### config.mk
export PLATFORM = sky130hd
export DESIGN_NAME = if_id_stage
export DESIGN_NICKNAME = d
export VERILOG_FILES = /design/src/rtl/mips_pkg.sv /design/src/rtl/pipe_skid2.sv /design/src/rtl/if_id_stage.sv
export SDC_FILE = /design/constraint.sdc
export NUM_CORES = 1
export LEC_CHECK = 0
export CAP_MARGIN = 20
export CORE_MARGIN = 2
export CORE_UTILIZATION = 30
export CTS_CLUSTER_SIZE = 40
export DETAILED_ROUTE_END_ITERATION = 10
export GPL_ROUTABILITY_DRIVEN = 1
export PLACE_DENSITY_LB_ADDON = 0.1
export RECOVER_POWER = 25
export SLEW_MARGIN = 40
export SYNTH_ARGS = -nofsm -noshare
export SYNTH_HDL_FRONTEND = slang
export SYNTH_SLANG_ARGS = --single-unit
### constraint.sdc
create_clock -name clk -period 4.1 [get_ports clk]
set_input_delay 1.23 -clock clk [delete_from_list [all_inputs] [get_ports clk]]
set_output_delay 1.23 -clock clk [all_outputs]
set_load 0.05 [all_outputs]
### src/rtl/mips_pkg.sv
// Shared MIPS decode constants: opcodes that select zero-extension,
// the NOP encoding, instruction field bit positions, and the ext_op helper.
package mips_pkg;

    localparam logic [5:0]  OP_ANDI   = 6'h0C;
    localparam logic [5:0]  OP_ORI    = 6'h0D;
    localparam logic [5:0]  OP_XORI   = 6'h0E;
    localparam logic [5:0]  OP_LUI    = 6'h0F;

    localparam logic [31:0] INSTR_NOP = 32'h0000_0000;

    localparam int OPCODE_HI = 31;
    localparam int OPCODE_LO = 26;
    localparam int RS_HI     = 25;
    localparam int RS_LO     = 21;
    localparam int RT_HI     = 20;
    localparam int RT_LO     = 16;
    localparam int RD_HI     = 15;
    localparam int RD_LO     = 11;
    localparam int IMM_HI    = 15;
    localparam int IMM_LO    = 0;

    // Logical immediates and LUI take a zero-extended immediate; everything else sign-extends.
    function automatic logic ext_op_of(input logic [5:0] opcode);
        logic sign_ext;
        sign_ext = 1'b1;
        if ((opcode == OP_ANDI) || (opcode == OP_ORI) ||
            (opcode == OP_XORI) || (opcode == OP_LUI)) begin
            sign_ext = 1'b0;
        end
        return sign_ext;
    endfunction

endpackage

### src/rtl/pipe_skid2.sv
// Generic 2-entry valid/ready buffer. Both in_ready and out_valid are
// registered, so the upstream producer is never throttled combinationally
// and out_valid never depends on out_ready. flush empties the buffer.
module pipe_skid2 #(
    parameter int WIDTH = 64,
    parameter int DEPTH = 2
) (
    input  logic             clk,
    input  logic             rst_n,
    input  logic             flush,
    input  logic             in_valid,
    output logic             in_ready,
    input  logic [WIDTH-1:0] in_data,
    output logic             out_valid,
    input  logic             out_ready,
    output logic [WIDTH-1:0] out_data
);

    // Only DEPTH=2 is supported; pointers are 1 bit and wrap naturally.
    localparam logic [1:0] FULL_CNT = 2'(DEPTH);

    logic             wr_ptr_reg, wr_ptr_next;
    logic             rd_ptr_reg, rd_ptr_next;
    logic [1:0]       count_reg, count_next;
    logic             in_ready_reg;
    logic             out_valid_reg;
    logic             push, pop;
    logic [WIDTH-1:0] entry_data [2];

    assign push      = in_valid & in_ready_reg;
    assign pop       = out_valid_reg & out_ready;
    assign in_ready  = in_ready_reg;
    assign out_valid = out_valid_reg;
    assign out_data  = entry_data[rd_ptr_reg];

    // Next pointer/occupancy; flush overrides any push or pop in the same cycle.
    always_comb begin
        wr_ptr_next = wr_ptr_reg;
        rd_ptr_next = rd_ptr_reg;
        count_next  = count_reg;
        if (flush) begin
            wr_ptr_next = 1'b0;
            rd_ptr_next = 1'b0;
            count_next  = 2'd0;
        end else begin
            if (push) wr_ptr_next = ~wr_ptr_reg;
            if (pop)  rd_ptr_next = ~rd_ptr_reg;
            if (push && !pop)      count_next = count_reg + 2'd1;
            else if (pop && !push) count_next = count_reg - 2'd1;
        end
    end

    // Control state; handshake flags are precomputed from the next occupancy.
    always_ff @(posedge clk or negedge rst_n) begin
        if (!rst_n) begin
            wr_ptr_reg    <= 1'b0;
            rd_ptr_reg    <= 1'b0;
            count_reg     <= 2'd0;
            in_ready_reg  <= 1'b1;
            out_valid_reg <= 1'b0;
        end else begin
            wr_ptr_reg    <= wr_ptr_next;
            rd_ptr_reg    <= rd_ptr_next;
            count_reg     <= count_next;
            in_ready_reg  <= (count_next < FULL_CNT);
            out_valid_reg <= (count_next != 2'd0);
        end
    end

    genvar gi;
    generate
        for (gi = 0; gi < 2; gi++) begin : gen_entry
            logic [WIDTH-1:0] entry_reg;

            // Capture the offered word into the slot the write pointer names.
            always_ff @(posedge clk or negedge rst_n) begin
                if (!rst_n) begin
                    entry_reg <= '0;
                end else if (push && !flush && (wr_ptr_reg == 1'(gi))) begin
                    entry_reg <= in_data;
                end
            end

            assign entry_data[gi] = entry_reg;
        end
    endgenerate

endmodule

### src/rtl/if_id_stage.sv
// IF/ID pipeline stage: buffers {pc, instr} from fetch in a 2-entry skid
// buffer and presents the oldest entry split into decode fields.
module if_id_stage
    import mips_pkg::*;
#(
    parameter int          DEPTH    = 2,
    parameter logic [31:0] RESET_PC = 32'h0000_3000
) (
    input  logic        clk,
    input  logic        rst_n,
    input  logic        if_valid,
    output logic        if_ready,
    input  logic [31:0] if_pc,
    input  logic [31:0] if_instr,
    input  logic        flush,
    output logic        id_valid,
    input  logic        id_ready,
    output logic [31:0] id_pc,
    output logic [31:0] id_instr,
    output logic [4:0]  id_rs,
    output logic [4:0]  id_rt,
    output logic [4:0]  id_rd,
    output logic [15:0] id_imm_16,
    output logic        id_ext_op
);

    logic [63:0] head_data;

    pipe_skid2 #(
        .WIDTH (64),
        .DEPTH (DEPTH)
    ) u_buf (
        .clk       (clk),
        .rst_n     (rst_n),
        .flush     (flush),
        .in_valid  (if_valid),
        .in_ready  (if_ready),
        .in_data   ({if_pc, if_instr}),
        .out_valid (id_valid),
        .out_ready (id_ready),
        .out_data  (head_data)
    );

    // An empty stage shows a NOP at RESET_PC so decode never sees stale data.
    assign id_pc     = id_valid ? head_data[63:32] : RESET_PC;
    assign id_instr  = id_valid ? head_data[31:0]  : INSTR_NOP;

    assign id_rs     = id_instr[RS_HI:RS_LO];
    assign id_rt     = id_instr[RT_HI:RT_LO];
    assign id_rd     = id_instr[RD_HI:RD_LO];
    assign id_imm_16 = id_instr[IMM_HI:IMM_LO];
    assign id_ext_op = ext_op_of(id_instr[OPCODE_HI:OPCODE_LO]);

endmodule

Word-level counts from Yosys, hierarchy flattened
Index checks and enable logic that the tools add are counted.
- $add $sub $neg: 2
- order comparisons: 2
- equal/unequal tests: 4
- muxes and demuxes: 13
- bitwise gates (word level): 5
- reduce and logical (&&, ||, !) cells: 14
- operators by type and width (operator ; count):
    $mux 64 ; 3
    $mux 32 ; 2
    $eq 6x4->1 const B ; 4
    $mux 2 ; 3
    $reduce_bool 2->1 ; 3
    $logic_and 1x1->1 ; 5
    $mux 1 ; 5
    $logic_not 1->1 ; 3
    $logic_or 1x1->1 ; 3
    $add 2x1->2 const B ; 1
    $and 1x1->1 ; 2
    $ge 2x2->1 const B ; 1
    $lt 2x2->1 const B ; 1
    $not 1->1 ; 2
    $not 1->2 ; 1
    $sub 2x1->2 const B ; 1
- flip-flop bits (word level): 134
- input port bits: 69
- word-level logic and storage cells: 47

Depth between registers and ports, before layout
- depth in word-level cells: 10
- depth in mapped cells: 5

Modules after synthesis
From an unflattened synthesis, not the netlist that was laid out.
- cells, all modules: 477
- area total of the unflattened synthesis: 6655.1 um^2
- by module, submodules not included (module ; times used ; cells each ; area an instance (um^2) ; sequential area each (um^2)):
    pipe_skid2 ; 1 ; 374 ; 5903.2 ; 3354.5
    if_id_stage ; 1 ; 103 ; 752.0 ; 0.0

Worst setup path after synthesis
OpenSTA, ideal clock, no wires.
- path kind: register to output
- start: register u_buf.out_valid_reg (netlist: u_buf.out_valid)
- end: output id_ext_op
- arrival time: 2357 ps
- data required time: 2870 ps
- slack: 513 ps
- stages on the path, launching flop included: 5
- path buffers: 1
- cells stage by stage: dfrtp_1 -> clkbuf_1 -> nor2b_1 -> nand2_1 -> or3_1
- word-level cells in the longest chain between the ends: 6
- ends and longest elaborated chain (what ; RTL line ; source):
    start: declaration ; pipe_skid2.sv:26 ; logic out_valid_reg;
    start signal: assignment ; pipe_skid2.sv:66 ; out_valid_reg <= (count_next != 2'd0);
    $mux 32 * ; if_id_stage.sv:46 ; assign id_instr = id_valid ? head_data[31:0] : INSTR_NOP;
    via id_instr[28] ; if_id_stage.sv:19 ; output logic [31:0] id_instr,
    $eq 6x4->1 ; mips_pkg.sv:27 ; if ((opcode == OP_ANDI) || (opcode == OP_ORI) ||
    $logic_or 1x1->1 (2 in series) ; mips_pkg.sv:27 ;
    $logic_or 1x1->1 * ; mips_pkg.sv:28 ; (opcode == OP_XORI) || (opcode == OP_LUI)) begin
    $mux 1 * ; mips_pkg.sv:27 ;
    end: declaration ; if_id_stage.sv:24 ; output logic id_ext_op
Mark *: on every way through the listed nets, which the timed path passes. The rest lies on a longest branch.

Final worst setup path
- start: register u_buf.out_valid_reg (netlist: u_buf.out_valid)
- end: output id_imm_16[4]
- word-level cells in the longest chain between the ends: 1
- ends and longest elaborated chain (what ; RTL line ; source):
    $mux 32 ; if_id_stage.sv:46 ;
    end: declaration ; if_id_stage.sv:23 ; output logic [15:0] id_imm_16,
No other way between the ends.

==> metrics.cfg <==
[setup_path]
timing.rr.start=u_buf.out_valid
setup.worst_path.start_class=flip-flop
required_ns=2.87
reg2reg_to=u_buf.count_reg[1]
max_stage_delay_ns=0.82
cp_max_fo=33
end_kind=primary output
crit_chain=buf_4, nor2b_1, clkdlybuf4s50_1
crit_arrival_ns=2.58
crit_start=u_buf.out_valid
slowest_stage=clkdlybuf4s50_1
worst-r2r-setup-slack_ns=2.10
crit_family=buffers and inverters
r2r_cells=5
crit_buf_inv=2
criticalPathCategory=flip-flop to primary output

[global_routing]
grt_usage_pct=13.30
grt_busiest_layer=met2
grt_use_met2_pct=22.76
antenna_found_initial=0
grtUsageMet1_pct=15.98
grt_max_degree=89
grt_pass1_vias=4342
grt_pass1_wl_um=22590
overflow=0
grt_util_met3_pct=3.537

[timing]
tns_ns=0
finalSetupViolations=0
finalHoldViolations=0
min_period_ns=3.809
finalClockSkew_ns=0.006924
rsz0062_at_grt=false
tightest_slew_ns=2.226
fmax_ghz=0.2625
drv_slew=88
relSlewSlack_pct=-48.37
finalCritPeriodShare_pct=92.91

[floorplanning]
ios=167
fp.dieW_um=150
die_area_sq_um=22500
initial_core_util_pct=30.52
coreArea_sq_um=20960
fp.dieH_um=150
rows=53

[layout]
diodes=0
largest_reg_flops=128
fin_area_sq_um=8591
layout.cells.non_filler=898
final_util_pct=41.00
nets=680
syn2layout_area_growth_pct=34.34
drive_gt1_share_pct=33.87

[job]
drv_cap=1

[synthesis]
yosysWarnings=0
ys_ff_latch=134
ys_types=22
synth_seq_area_share_pct=52.46
synth_top_area_share_pct=52.04
synth_area_per_cell_sq_um=13.52
ys_top_cells_by_area=dfrtp_1 52%, mux2_2 22%, mux2i_1 10%
syn_area_sq_um=6395
synthesis.instances=473
synthesis.nets=542
post-synth-top-area-cell=dfrtp_1

[cts]
cts_resized=0
cts-buffers-inserted=17
worstSkewPairLatency_ns=0.41
cts_hold_buf=0
htree_levels=4
cts_tree=built
post_cts.repair.setup_buffers=0
cts_root_buf=clkbuf_16
clock_path_buffers=2
clkTransAtPathRegs_ns=0.06
cts.sinks=134

[run_status]
status=finished with violations
failed_checks=max-capacitance violations, max-slew violations

[route]
num_vias=4049
routed_via_density=4.509
ant_nets=0
dr.pass1.iters=4
routed_wl_um=14270
drt-wirelength-per-cell_um=15.89
drc_errors=0
drt_iter0_drc=72

[power_and_ir_drop]
leakage_nw=3.527
power_mw=7.209
power.density_nw_per_um2=839.2
peakVddDrop_v=0.0003101

[placement]
globalplace.congestion=0.6987
place_inst=867
portBuffers=166
dpl.hpwl_um=9537
dpl_cell_area_sq_um=8040

[hold_path]
holdPathEnd=u_buf.gen_entry[0].entry_reg[11]
hold_path_depth=1
hold_path_class=flip-flop to flip-flop
hold_start=u_buf.gen_entry[0].entry_reg[11]

[power breakdown]
part,internal [mW],switching [mW]
registers,1.97,0.365
logic,1.42,2.02
clock network,0.901,0.538
[how the worst max path moves through the flow]
stage,end,slack [ns],cells past startpoint
final,id_imm_16[4],0.29,3
after global routing,id_instr[16],0.09,3
after CTS,id_imm_16[4],0.20,3
after detailed placement,id_imm_16[4],0.63,3
after global placement,id_instr[16],0.62,3
after floorplan,id_ext_op,0.51,4
[per-layer routing]
metal / vias up / wire, um / share of wire [%]
met3: 16 / 718 / 5.0
met1: 2053 / 5984 / 42
met4: 0 / 243 / 1.7
met2: 100 / 7320 / 51
li1: 1880 / - / -
met5: - / 0 / 0
[cell usage after synthesis]
master,instances
nand2_1,5
buf_4,31
nor3_1,1
clkbuf_1,7
nor3b_1,1
a21oi_1,3
dfrtp_1,133
mux2_1,6
mux2i_1,65
a32o_1,1
nand2_2,1
xnor2_1,1
or3_1,1
xor2_1,3
buf_2,14
nor2_1,5
dfstp_2,1
mux2_2,123
a211oi_1,1
buf_6,6
nor2b_1,63
nor3_4,1
[cell usage in the layout, fill, tap and decap left out, drive strengths merged]
| cell type | netlist | layout |
|---|---|---|
| dfrtp | 133 | 133 |
| nor3b | 1 | 1 |
| nor2 | 5 | 5 |
| a211oi | 1 | 1 |
| a21oi | 3 | 3 |
| nor3 | 2 | 2 |
| buf | 51 | 53 |
| nand2 | 6 | 6 |
| dfstp | 1 | 1 |
| clkdlybuf4s50 | 0 | 123 |
| mux2 | 129 | 129 |
| clkbuf | 7 | 22 |
| clkinv | 0 | 7 |
| nor2b | 63 | 63 |
| bufinv | 0 | 2 |
| xnor2 | 1 | 1 |
| mux2i | 65 | 65 |
| a32o | 1 | 1 |
| xor2 | 3 | 3 |
| or3 | 1 | 1 |
| clkinvlp | 0 | 1 |
[per-stage QoR]
step / setup slack [ns] / hold slack (ns)
2_1_floorplan: 0.5125 / 0.4574
3_3_place_gp: 0.6154 / 0.4660
3_5_place_dp: 0.6340 / 0.4740
4_1_cts: 0.1971 / 0.4870
5_1_grt: 0.08590 / 0.5031
6_report: 0.2906 / 0.4853
[kinds of logic after synthesis]
kind of cell / after synthesis / share of synthesized area (%)
AO/OA/AOI/OAI: 5 / 0.5087
XOR/XNOR: 4 / 0.5479
buffers and inverters: 58 / 6.202
flip-flops: 134 / 52.46
multiplexers: 194 / 32.89
AND/OR/NAND/NOR: 78 / 7.396
[final cells by class]
type / instances / area, sq um
fill: 1991 / 12360
sequential: 134 / 3359
clock buffer: 21 / 450.4
tap: 275 / 344.1
clock inverter: 10 / 106.4
timing repair buffer: 177 / 1684
multi-input combinational: 281 / 2646
Note: power is estimated with default switching activity, not from simulation.
